$ cat src/rtl/qu_int_rs.sv
// -----------------------------------------------------------------------------
// qu_uop: shared micro-op definitions produced by decode/rename.
//   PHY_RF_ADDR_WIDTH : physical register tag width
//   optype_e          : functional class of a uop
//   uop_ic_t          : packed view of a uop as seen by integer/control units
//   UOP_WIDTH         : width of the packed uop bus
//
// qu_int_rs: integer/control reservation station.
//   Buffers INT / BRANCH / CONT uops in a compacting, age-ordered array
//   (entry 0 is the oldest), tracks source readiness through a result-tag
//   wakeup bus and grants the oldest fully-ready uop to the execute stage.
//
// Ports
//   clk, rst        clock, synchronous active-high reset
//   uop_i           dispatched uop (uop_ic_t layout)
//   uop_valid_i     dispatch valid
//   uop_ready_o     dispatch ready: a free entry exists
//   rs1/rs2_ready_i busy-table status of the dispatched sources
//   wakeup_valid_i  per-port broadcast valid
//   wakeup_tag_i    per-port physical destination tag (port p in slice p)
//   flush_i         discard all entries at the next edge
//   issue_uop_o     selected uop bits (zero when nothing is selectable)
//   issue_valid_o   selected uop may execute this cycle
//   issue_ready_i   execute stage accepts this cycle
//   occupancy_o     registered count of valid entries
//
// Handshakes: dispatch transfers on uop_valid_i && uop_ready_o at the
// rising edge. Issue is a per-cycle grant: a uop leaves on
// issue_valid_o && issue_ready_i, and while issue_ready_i is low the
// offered uop may change (e.g. an older entry becomes ready).
// -----------------------------------------------------------------------------
package qu_uop;
  localparam int PHY_RF_ADDR_WIDTH = 6;

  typedef enum logic [2:0] {
    OPTYPE_INT    = 3'd0,
    OPTYPE_BRANCH = 3'd1,
    OPTYPE_CONT   = 3'd2,
    OPTYPE_LOAD   = 3'd3,
    OPTYPE_STORE  = 3'd4,
    OPTYPE_FP     = 3'd5,
    OPTYPE_CSR    = 3'd6,
    OPTYPE_NOP    = 3'd7
  } optype_e;

  typedef struct packed {
    optype_e                      optype;
    logic [3:0]                   func;
    logic                         rs1_valid;
    logic [PHY_RF_ADDR_WIDTH-1:0] rs1;
    logic                         rs2_valid;
    logic [PHY_RF_ADDR_WIDTH-1:0] rs2;
    logic                         rd_valid;
    logic [PHY_RF_ADDR_WIDTH-1:0] rd;
    logic [31:0]                  imm;
    logic [7:0]                   rob_idx;
  } uop_ic_t;

  localparam int UOP_WIDTH = $bits(uop_ic_t);
endpackage

module qu_int_rs
  import qu_uop::*;
#(
  parameter int RS_DEPTH     = 8,
  parameter int WAKEUP_PORTS = 2
) (
  input  logic                                      clk,
  input  logic                                      rst,
  input  logic [UOP_WIDTH-1:0]                      uop_i,
  input  logic                                      uop_valid_i,
  output logic                                      uop_ready_o,
  input  logic                                      rs1_ready_i,
  input  logic                                      rs2_ready_i,
  input  logic [WAKEUP_PORTS-1:0]                   wakeup_valid_i,
  input  logic [WAKEUP_PORTS*PHY_RF_ADDR_WIDTH-1:0] wakeup_tag_i,
  input  logic                                      flush_i,
  output logic [UOP_WIDTH-1:0]                      issue_uop_o,
  output logic                                      issue_valid_o,
  input  logic                                      issue_ready_i,
  output logic [$clog2(RS_DEPTH):0]                 occupancy_o
);

  localparam int IDX_W = $clog2(RS_DEPTH);
  localparam int CNT_W = IDX_W + 1;
  localparam int TAG_W = PHY_RF_ADDR_WIDTH;

  // Entry storage. Valid entries always occupy indices 0..count-1.
  logic [UOP_WIDTH-1:0] e_uop [RS_DEPTH];
  logic [RS_DEPTH-1:0]  e_valid;
  logic [RS_DEPTH-1:0]  e_r1;
  logic [RS_DEPTH-1:0]  e_r2;
  logic [CNT_W-1:0]     count;

  // Next-state images of the array.
  logic [UOP_WIDTH-1:0] n_uop [RS_DEPTH];
  logic [RS_DEPTH-1:0]  n_valid;
  logic [RS_DEPTH-1:0]  n_r1;
  logic [RS_DEPTH-1:0]  n_r2;
  logic [CNT_W-1:0]     count_after;
  logic [CNT_W-1:0]     count_next;

  // Readiness including this cycle's wakeup broadcast.
  logic [RS_DEPTH-1:0]  w_r1;
  logic [RS_DEPTH-1:0]  w_r2;

  logic                 sel_found;
  logic [IDX_W-1:0]     sel_idx;
  logic                 issue_fire;
  logic                 disp_fire;
  logic                 disp_keep;
  logic                 in_r1;
  logic                 in_r2;
  logic [IDX_W-1:0]     wr_idx;
  uop_ic_t              in_view;

  // True when any valid wakeup port carries exactly this tag.
  function automatic logic tag_hit(
    input logic [TAG_W-1:0]              tag,
    input logic [WAKEUP_PORTS-1:0]       wv,
    input logic [WAKEUP_PORTS*TAG_W-1:0] wt
  );
    logic hit;
    hit = 1'b0;
    for (int p = 0; p < WAKEUP_PORTS; p++) begin
      if (wv[p] && (wt[p*TAG_W +: TAG_W] == tag)) hit = 1'b1;
    end
    return hit;
  endfunction

  assign in_view = uop_ic_t'(uop_i);

  // Wakeup: readiness bits only ever go from 0 to 1 while an entry lives.
  always_comb begin
    uop_ic_t ev;
    ev   = '0;
    w_r1 = e_r1;
    w_r2 = e_r2;
    for (int i = 0; i < RS_DEPTH; i++) begin
      ev = uop_ic_t'(e_uop[i]);
      if (e_valid[i] && ev.rs1_valid && tag_hit(ev.rs1, wakeup_valid_i, wakeup_tag_i))
        w_r1[i] = 1'b1;
      if (e_valid[i] && ev.rs2_valid && tag_hit(ev.rs2, wakeup_valid_i, wakeup_tag_i))
        w_r2[i] = 1'b1;
    end
  end

  // Select: scanning from the top down leaves the lowest (oldest) ready index.
  always_comb begin
    sel_found = 1'b0;
    sel_idx   = '0;
    for (int i = RS_DEPTH - 1; i >= 0; i--) begin
      if (e_valid[i] && e_r1[i] && e_r2[i]) begin
        sel_found = 1'b1;
        sel_idx   = IDX_W'(i);
      end
    end
  end

  assign issue_valid_o = sel_found && !flush_i && !rst;
  assign issue_uop_o   = (sel_found && !rst) ? e_uop[sel_idx] : '0;
  assign issue_fire    = issue_valid_o && issue_ready_i;

  // Ready does not look at a same-cycle issue: a full station stalls
  // dispatch for one cycle even if an entry is leaving.
  assign uop_ready_o = !rst && (count < CNT_W'(RS_DEPTH));
  assign occupancy_o = count;

  // Non-integer uops are accepted (so dispatch never stalls on them) and dropped.
  assign disp_fire = uop_valid_i && uop_ready_o && !flush_i;
  assign disp_keep = disp_fire &&
                     (in_view.optype inside {OPTYPE_INT, OPTYPE_BRANCH, OPTYPE_CONT});

  // A source is ready if unused, already produced, or produced this cycle.
  assign in_r1 = !in_view.rs1_valid || rs1_ready_i ||
                 tag_hit(in_view.rs1, wakeup_valid_i, wakeup_tag_i);
  assign in_r2 = !in_view.rs2_valid || rs2_ready_i ||
                 tag_hit(in_view.rs2, wakeup_valid_i, wakeup_tag_i);

  // The new uop lands just after the last surviving entry; when disp_keep is
  // set count_after is below RS_DEPTH, so the index fits in IDX_W bits.
  assign count_after = count - CNT_W'(issue_fire);
  assign wr_idx      = count_after[IDX_W-1:0];
  assign count_next  = count_after + CNT_W'(disp_keep);

  // Removal and compaction first, then the dispatch write on top.
  always_comb begin
    for (int i = 0; i < RS_DEPTH; i++) begin
      n_uop[i] = e_uop[i];
    end
    n_valid = e_valid;
    n_r1    = w_r1;
    n_r2    = w_r2;

    if (issue_fire) begin
      for (int i = 0; i < RS_DEPTH - 1; i++) begin
        if (IDX_W'(i) >= sel_idx) begin
          n_uop[i]   = e_uop[i+1];
          n_valid[i] = e_valid[i+1];
          n_r1[i]    = w_r1[i+1];
          n_r2[i]    = w_r2[i+1];
        end
      end
      n_valid[RS_DEPTH-1] = 1'b0;
      n_r1[RS_DEPTH-1]    = 1'b0;
      n_r2[RS_DEPTH-1]    = 1'b0;
    end

    if (disp_keep) begin
      n_uop[wr_idx]   = uop_i;
      n_valid[wr_idx] = 1'b1;
      n_r1[wr_idx]    = in_r1;
      n_r2[wr_idx]    = in_r2;
    end
  end

  // Control state: reset and flush share one path.
  always_ff @(posedge clk) begin
    if (rst || flush_i) begin
      e_valid <= '0;
      e_r1    <= '0;
      e_r2    <= '0;
      count   <= '0;
    end else begin
      e_valid <= n_valid;
      e_r1    <= n_r1;
      e_r2    <= n_r2;
      count   <= count_next;
    end
  end

  // Payload needs no reset: it is only observed through valid entries.
  always_ff @(posedge clk) begin
    for (int i = 0; i < RS_DEPTH; i++) begin
      e_uop[i] <= n_uop[i];
    end
  end

endmodule

$ cat config.mk
export PLATFORM = sky130hd
export DESIGN_NAME = qu_int_rs
export DESIGN_NICKNAME = d
export VERILOG_FILES = /design/src/rtl/qu_int_rs.sv
export SDC_FILE = /design/constraint.sdc
export NUM_CORES = 2
export LEC_CHECK = 0
export CORE_MARGIN = 4
export CORE_UTILIZATION = 28
export DETAILED_ROUTE_END_ITERATION = 10
export PLACE_DENSITY_LB_ADDON = 0.15
export SYNTH_ARGS = -nofsm -noshare
export SYNTH_HDL_FRONTEND = slang
export SYNTH_SLANG_ARGS = --single-unit
$ cat constraint.sdc
create_clock -name clk -period 7.8 [get_ports clk]
set_input_delay 1.17 -clock clk [delete_from_list [all_inputs] [get_ports clk]]
set_output_delay 1.17 -clock clk [all_outputs]
set_load 0.005 [all_outputs]
* Word level (Yosys, flattened, before mapping)
Memory sizes are Yosys's and may differ from the RTL's.
Index checks and enable logic that the tools add are counted.
** Operators by class
- Equal/unequal tests :: 38
- Bitwise operators :: 2
- Magnitude comparators :: 12
- Add/sub/neg operators :: 2
- Multiplexer cells :: 112
- Reduce and logical (&&, ||, !) cells :: 105
** Operators with widths (number)
- two-way mux 68 bit :: 9
- bitwise mux 544 bit :: 1
- two-way mux 544 bit :: 1
- two-way mux 476 bit :: 1
- == test 6 bit :: 36
- demux 68 bit (select 3 bit) :: 1
- logical AND 1 bit :: 94
- two-way mux 1 bit :: 82
- two-way mux 8 bit :: 6
- two-way mux 3 bit :: 8
- bitwise mux 8 bit :: 2
- greater-or-equal comparator 3 bit (first input constant) :: 3
- OR 8 bit :: 1
- greater-or-equal comparator 1 x 3 -> 1 bit (first input constant) :: 2
- greater-or-equal comparator 2 x 3 -> 1 bit (first input constant) :: 2
- logical OR 1 bit :: 5
- adder 4 x 1 -> 4 bit :: 1
- greater-or-equal comparator 4 bit (second input constant) :: 1
- zero test 1 bit :: 4
- less-than comparator 3 x 4 -> 1 bit (second input constant) :: 1
- less-than comparator 4 x 1 -> 1 bit (second input constant) :: 1
- less-than comparator 4 bit (second input constant) :: 1
- inverter 3 -> 4 bit :: 1
- subtractor 4 x 1 -> 4 bit :: 1
- 6 further kinds :: 6
** Storage, ports and cells
- Bits in writable memories :: 544
- Output and inout bits :: 74
- Logic and storage cells :: 276
- Bits in registers :: 28
- Input bits :: 89
- Memories :: 1
** Memories
- e_uop :: words 8, width 68, rd ports 9, clocked after memory_dff 0, write ports 8, line 89 : logic [UOP_WIDTH-1:0] e_uop [RS_DEPTH];

* Longest topological paths before layout
- Depth after elaboration :: 21
- Gate-level depth with buffers :: 14
- Mapped depth without buffers :: 11

* Worst setup path after synthesis
Ideal clock, no wire load.
- Path type :: input -> register
- Start :: input port rst
- End :: register e_r1[7]
- Path buffers :: 1
- Path slack :: -96 ps
- Arrival :: 7810 ps
- Library setup time :: 87 ps
- Cell stages on the path :: 9
- Data required time :: 7713 ps
- Cell sequence :: nor2_1 > nand2_1 > a31oi_1 > ha_1 > clkbuf_1 > a31oi_1 > nor3_1 > a22oi_1 > nor2_1
** Between the ends
- Longest elaborated chain between the ends :: 10
- Elaborated cells between the ends (all ways) :: 17
- Those cells by class :: 1 x add/sub; 2 x order compare; 5 x mux; 9 x reduce/logical
** RTL lines
- start: declaration :: line 69 : input logic rst,
- zero test 1 bit :: line 160, 166
- logical AND 1 bit :: line 160 : assign issue_valid_o = sel_found && !flush_i && !rst;
- logical AND 1 bit :: line 162 : assign issue_fire = issue_valid_o && issue_ready_i;
- subtractor 4 x 1 -> 4 bit :: line 182 : assign count_after = count - CNT_W'(issue_fire);
- less-than comparator 3 x 4 -> 1 bit (not written as such) or greater-or-equal comparator 3 x 1 -> 1 bit (tied branches) :: line 212 : n_r1[wr_idx] = in_r1;
- logical AND 1 bit (not written as such) :: line 212
- two-way mux 1 bit (not written as such) :: line 212
- demux 1 bit (select 3 bit) :: line 212
- bitwise mux 8 bit :: line 212
- two-way mux 8 bit :: line 209 : if (disp_keep) begin
- end signal: assignment :: line 226 : e_r1 <= n_r1;
- end: declaration :: line 91 : logic [RS_DEPTH-1:0] e_r1;
Several ways; a longest one is shown, not always the timed one.
A chain may end at the register's enable or synchronous reset.

* Final worst setup path
- Start :: register e_valid[4]
- End :: output port issue_uop_o[53]
** Between the ends
- Longest elaborated chain between the ends :: 9
- Elaborated cells between the ends (all ways) :: 15
- Those cells by class :: 11 x mux; 3 x reduce/logical; 1 x memory
** RTL lines
- start: declaration :: line 90 : logic [RS_DEPTH-1:0] e_valid;
- start signal: assignment :: line 225 : e_valid <= n_valid;
- logical AND 1 bit (*) (2 in a row) :: line 153 : if (e_valid[i] && e_r1[i] && e_r2[i]) begin
- two-way mux 3 bit or two-way mux 1 bit (tied branches) (5 in a row) :: line 153
- memory (8 x 68 bit) or logical AND 1 bit (tied branches)
- two-way mux 68 bit (*) :: line 161 : assign issue_uop_o = (sel_found && !rst) ? e_uop[sel_idx] : '0;
- end: declaration :: line 78 : output logic [UOP_WIDTH-1:0] issue_uop_o,
Every way passes the cells marked *; elsewhere a longest branch is shown, timed or not.

==> flow_summary_export.csv <==
group,metric,value,unit
synthesis,synthFlopType,"dfxtp_1",
detailed_routing,routed_wl,125000,µm
synthesis,synth_area,30700,µm²
clock_tree,cts_hold_buf,0,
synthesis,netlist_instances,3578,
synthesis,synth_edf_count,68,
job,drv_cap,0,
critical_path,r2r_start,"e_valid[3]$_SDFF_PP0_",
clock_tree,insertion_delay,0.64,ns
sta,setup_viol,0,
critical_path,cp-end-kind,"output pin",
die,dieArea,115000,µm²
sta,report.final.slew_viol_count,0,
critical_path,rr_endpoint,"e_uop[1][45]$_DFF_P_",
clock_tree,cts.repair.resized,0,
placement,pre_cts_ws,1.42,ns
clock_tree,path_clk_slew,0.06,ns
die,rows,121,
synthesis,synth_top_area_frac,0.329,
detailed_routing,vias_per_cell,5.29,
global_routing,grt_pass1_vias,26000,
clock_tree,numClockSinks,572,
power,irDropWorstVdd,0.000126,V
placement,gp_congestion,0.812,
clock_tree,htree_levels,3,
critical_path,arrival,4.85,ns
placement,hpwlAfterDp,72800,µm
critical_path,rr_worst_depth,10,
die,fp.coreArea,109000,µm²
clock_tree,numCtsBuffers,71,
die,fp.dieW,339,µm
detailed_routing,drtAntennaViolNets,0,
synthesis,synth.net_count,3670,
clock_tree,post_cts_buffers,0,
sta,rsz0062_at_grt,"no",
hold_path,hold_end,"e_uop[2][18]$_DFF_P_",
synthesis,synth_cell_types,60,
critical_path,critPathMaxFanout,48,
detailed_routing,vias,26600,
detailed_routing,drt_iter0_drc,2045,
final_layout,syn2layout_area_growth,16.0,%
sta,clock_skew,0.0192,ns
final_layout,drive_above_1_share,0.0968,
synthesis,avgSynthCellArea,8.58,µm²
sta,fin_crit_sh,0.771,
global_routing,grt_max_degree,104,
synthesis,yosys.cell_count.top_type,"nand2_1",
synthesis,ys_seq_area_frac,0.395,
synthesis,ys.warnings.count,0,
power,p_leak,12.3,nW
synthesis,ys_top_cells_by_area,"dfxtp_1 (33%), mux2i_1 (9.3%), nand2_1 (7.8%)",
global_routing,grt.overflow.total,0,
critical_path,ff2ff_setup_slack,3.23,ns
synthesis,synthArstFlopShare,0,
final_layout,fin_nets,3641,
synthesis,synth_seq_cells,572,
sta,worst_pin_slew,1.13,ns
final_layout,layoutNonFillerInstCount,5023,
sta,period_needed,6.02,ns
sta,hold_violations,0,
sta,layout_setup_ws,1.78,ns
die,pin_count,163,
critical_path,crit_type,"reg -> out",
sta,fmax,166,MHz
clock_tree,cts_root_buf,"clkbuf_16",
global_routing,track_usage,0.210,
sta,slew_headroom,0.244,
clock_tree,cts_tree,"built",
global_routing,grt_first_pass_wirelength,184000,µm
hold_path,hold_depth,2,
sta,tns,0,ns
placement,dp.cells,4890,
power,p_per_area,196,nW/µm²
run_status,outcome,"complete, no violations",
hold_path,hold_class,"reg -> reg",
placement,io_buffers,162,
die,start_util,0.282,
die,die-height,339,µm
critical_path,startpoint_type,"flip-flop",
hold_path,hold_start,"e_uop[3][18]$_DFF_P_",
power,p_total,6.99,mW
synthesis,netlist.top_cell.by_area,"dfxtp_1",
detailed_routing,firstDrtPassIters,5,
synthesis,synth_commonest_cells,"nand2_1 (637), dfxtp_1 (504), mux2i_1 (286), o21ai_0 (253), nor2_1 (228)",
critical_path,cp.required,6.63,ns
global_routing,grt_antenna_before_repair,3,
detailed_routing,drcViolationCount,0,
detailed_routing,wire_per_inst,24.8,µm
clock_tree,clockBufferDepth,3,
-- stage by stage --
| stage | hold WS (ns) | util | area, µm² |
|---|---|---|---|
| final | 0.454 | 0.327 | 35600 |
| after global routing | 0.490 | 0.327 | 35600 |
| after CTS | 0.455 | 0.327 | 35600 |
| after detailed placement | 0.458 | 0.306 | 33300 |
| after global placement | 0.460 | 0.306 | 33300 |
| after floorplan | 0.439 | - | 30700 |
-- worst max-delay path, cell delays in order (launching register included) --
cell and delay (ns):
dfxtp_1 0.61, and3_4 0.33, o21ai_1 0.18, o21a_1 0.32, nand2_4 0.76, buf_4 0.57
o22ai_1 0.16, nor4_2 0.63, clkdlybuf4s50_1 0.64
-- layout make-up --
cell class / count / area (µm²)
Sequential cell: 572 / 12100
Inverter: 4 / 15.0
Timing Repair Buffer: 228 / 2190
Clock inverter: 24 / 280
Tap cell: 1414 / 1770
Multi-Input combinational cell: 2672 / 17200
Fill cell: 11200 / 73300
Antenna cell: 2 / 5.00
Clock buffer: 107 / 2000
-- kinds of logic (layout without fill, tap and decap cells) --
logic type,count (synthesis),in the layout,synth area share
other cells,0,2,0
xor+xnor,222,222,0.0634
buf+inv,334,363,0.0508
simple gates,1104,1104,0.159
fa+ha+maj,3,3,0.00122
mux,422,422,0.145
flops,572,572,0.395
compound gates,921,921,0.185
-- worst max-delay path by stage --
stage | startpoint | endpoint | slack (ns) | depth (start not counted)
after floorplan | rst | e_r1[7]$_SDFF_PP0_ | 2.13 | 9
after global placement | rst | e_uop[1][48]$_DFF_P_ | 1.66 | 11
after detailed placement | rst | e_uop[1][33]$_DFF_P_ | 1.42 | 11
after CTS | e_valid[4]$_SDFF_PP0_ | issue_uop_o[53] | 1.72 | 8
after global routing | rst | e_uop[0][7]$_DFF_P_ | 1.55 | 11
final | e_valid[4]$_SDFF_PP0_ | issue_uop_o[53] | 1.78 | 8
-- power by group --
part / internal (mW) / switching [mW] / total (mW)
Clock: 1.92 / 1.40 / 3.33
Sequential: 3.10 / 0.0930 / 3.19
Combinational: 0.225 / 0.248 / 0.473
Total: 5.24 / 1.74 / 6.99
-- routing by layer --
metal	share of wire	vias up	wire, µm	GRT usage
met3	0.053	151	6640	0.0324
met5	0.00020	-	25	0
li1	-	12700	-	-
met4	0.019	4	2360	0.0504
met2	0.47	747	58200	0.349
met1	0.46	13000	57400	0.285
-- cell usage in the layout, fill, tap and decap left out, types with 40 or more instances in the layout --
cell type,count
a211oi_1,138
a21boi_0,111
a21oi_1,144
a31oi_1,142
buf_4,60
clkbuf_16,72
clkdlybuf4s50_1,162
dfxtp_1,504
edfxtp_1,68
mux2_2,96
mux2i_1,286
nand2_1,633
nand3_1,40
nor2_1,224
nor4_1,82
o21ai_0,252
o22ai_1,70
xnor2_1,144
xor2_1,78
(Power assumes the default switching activity.)
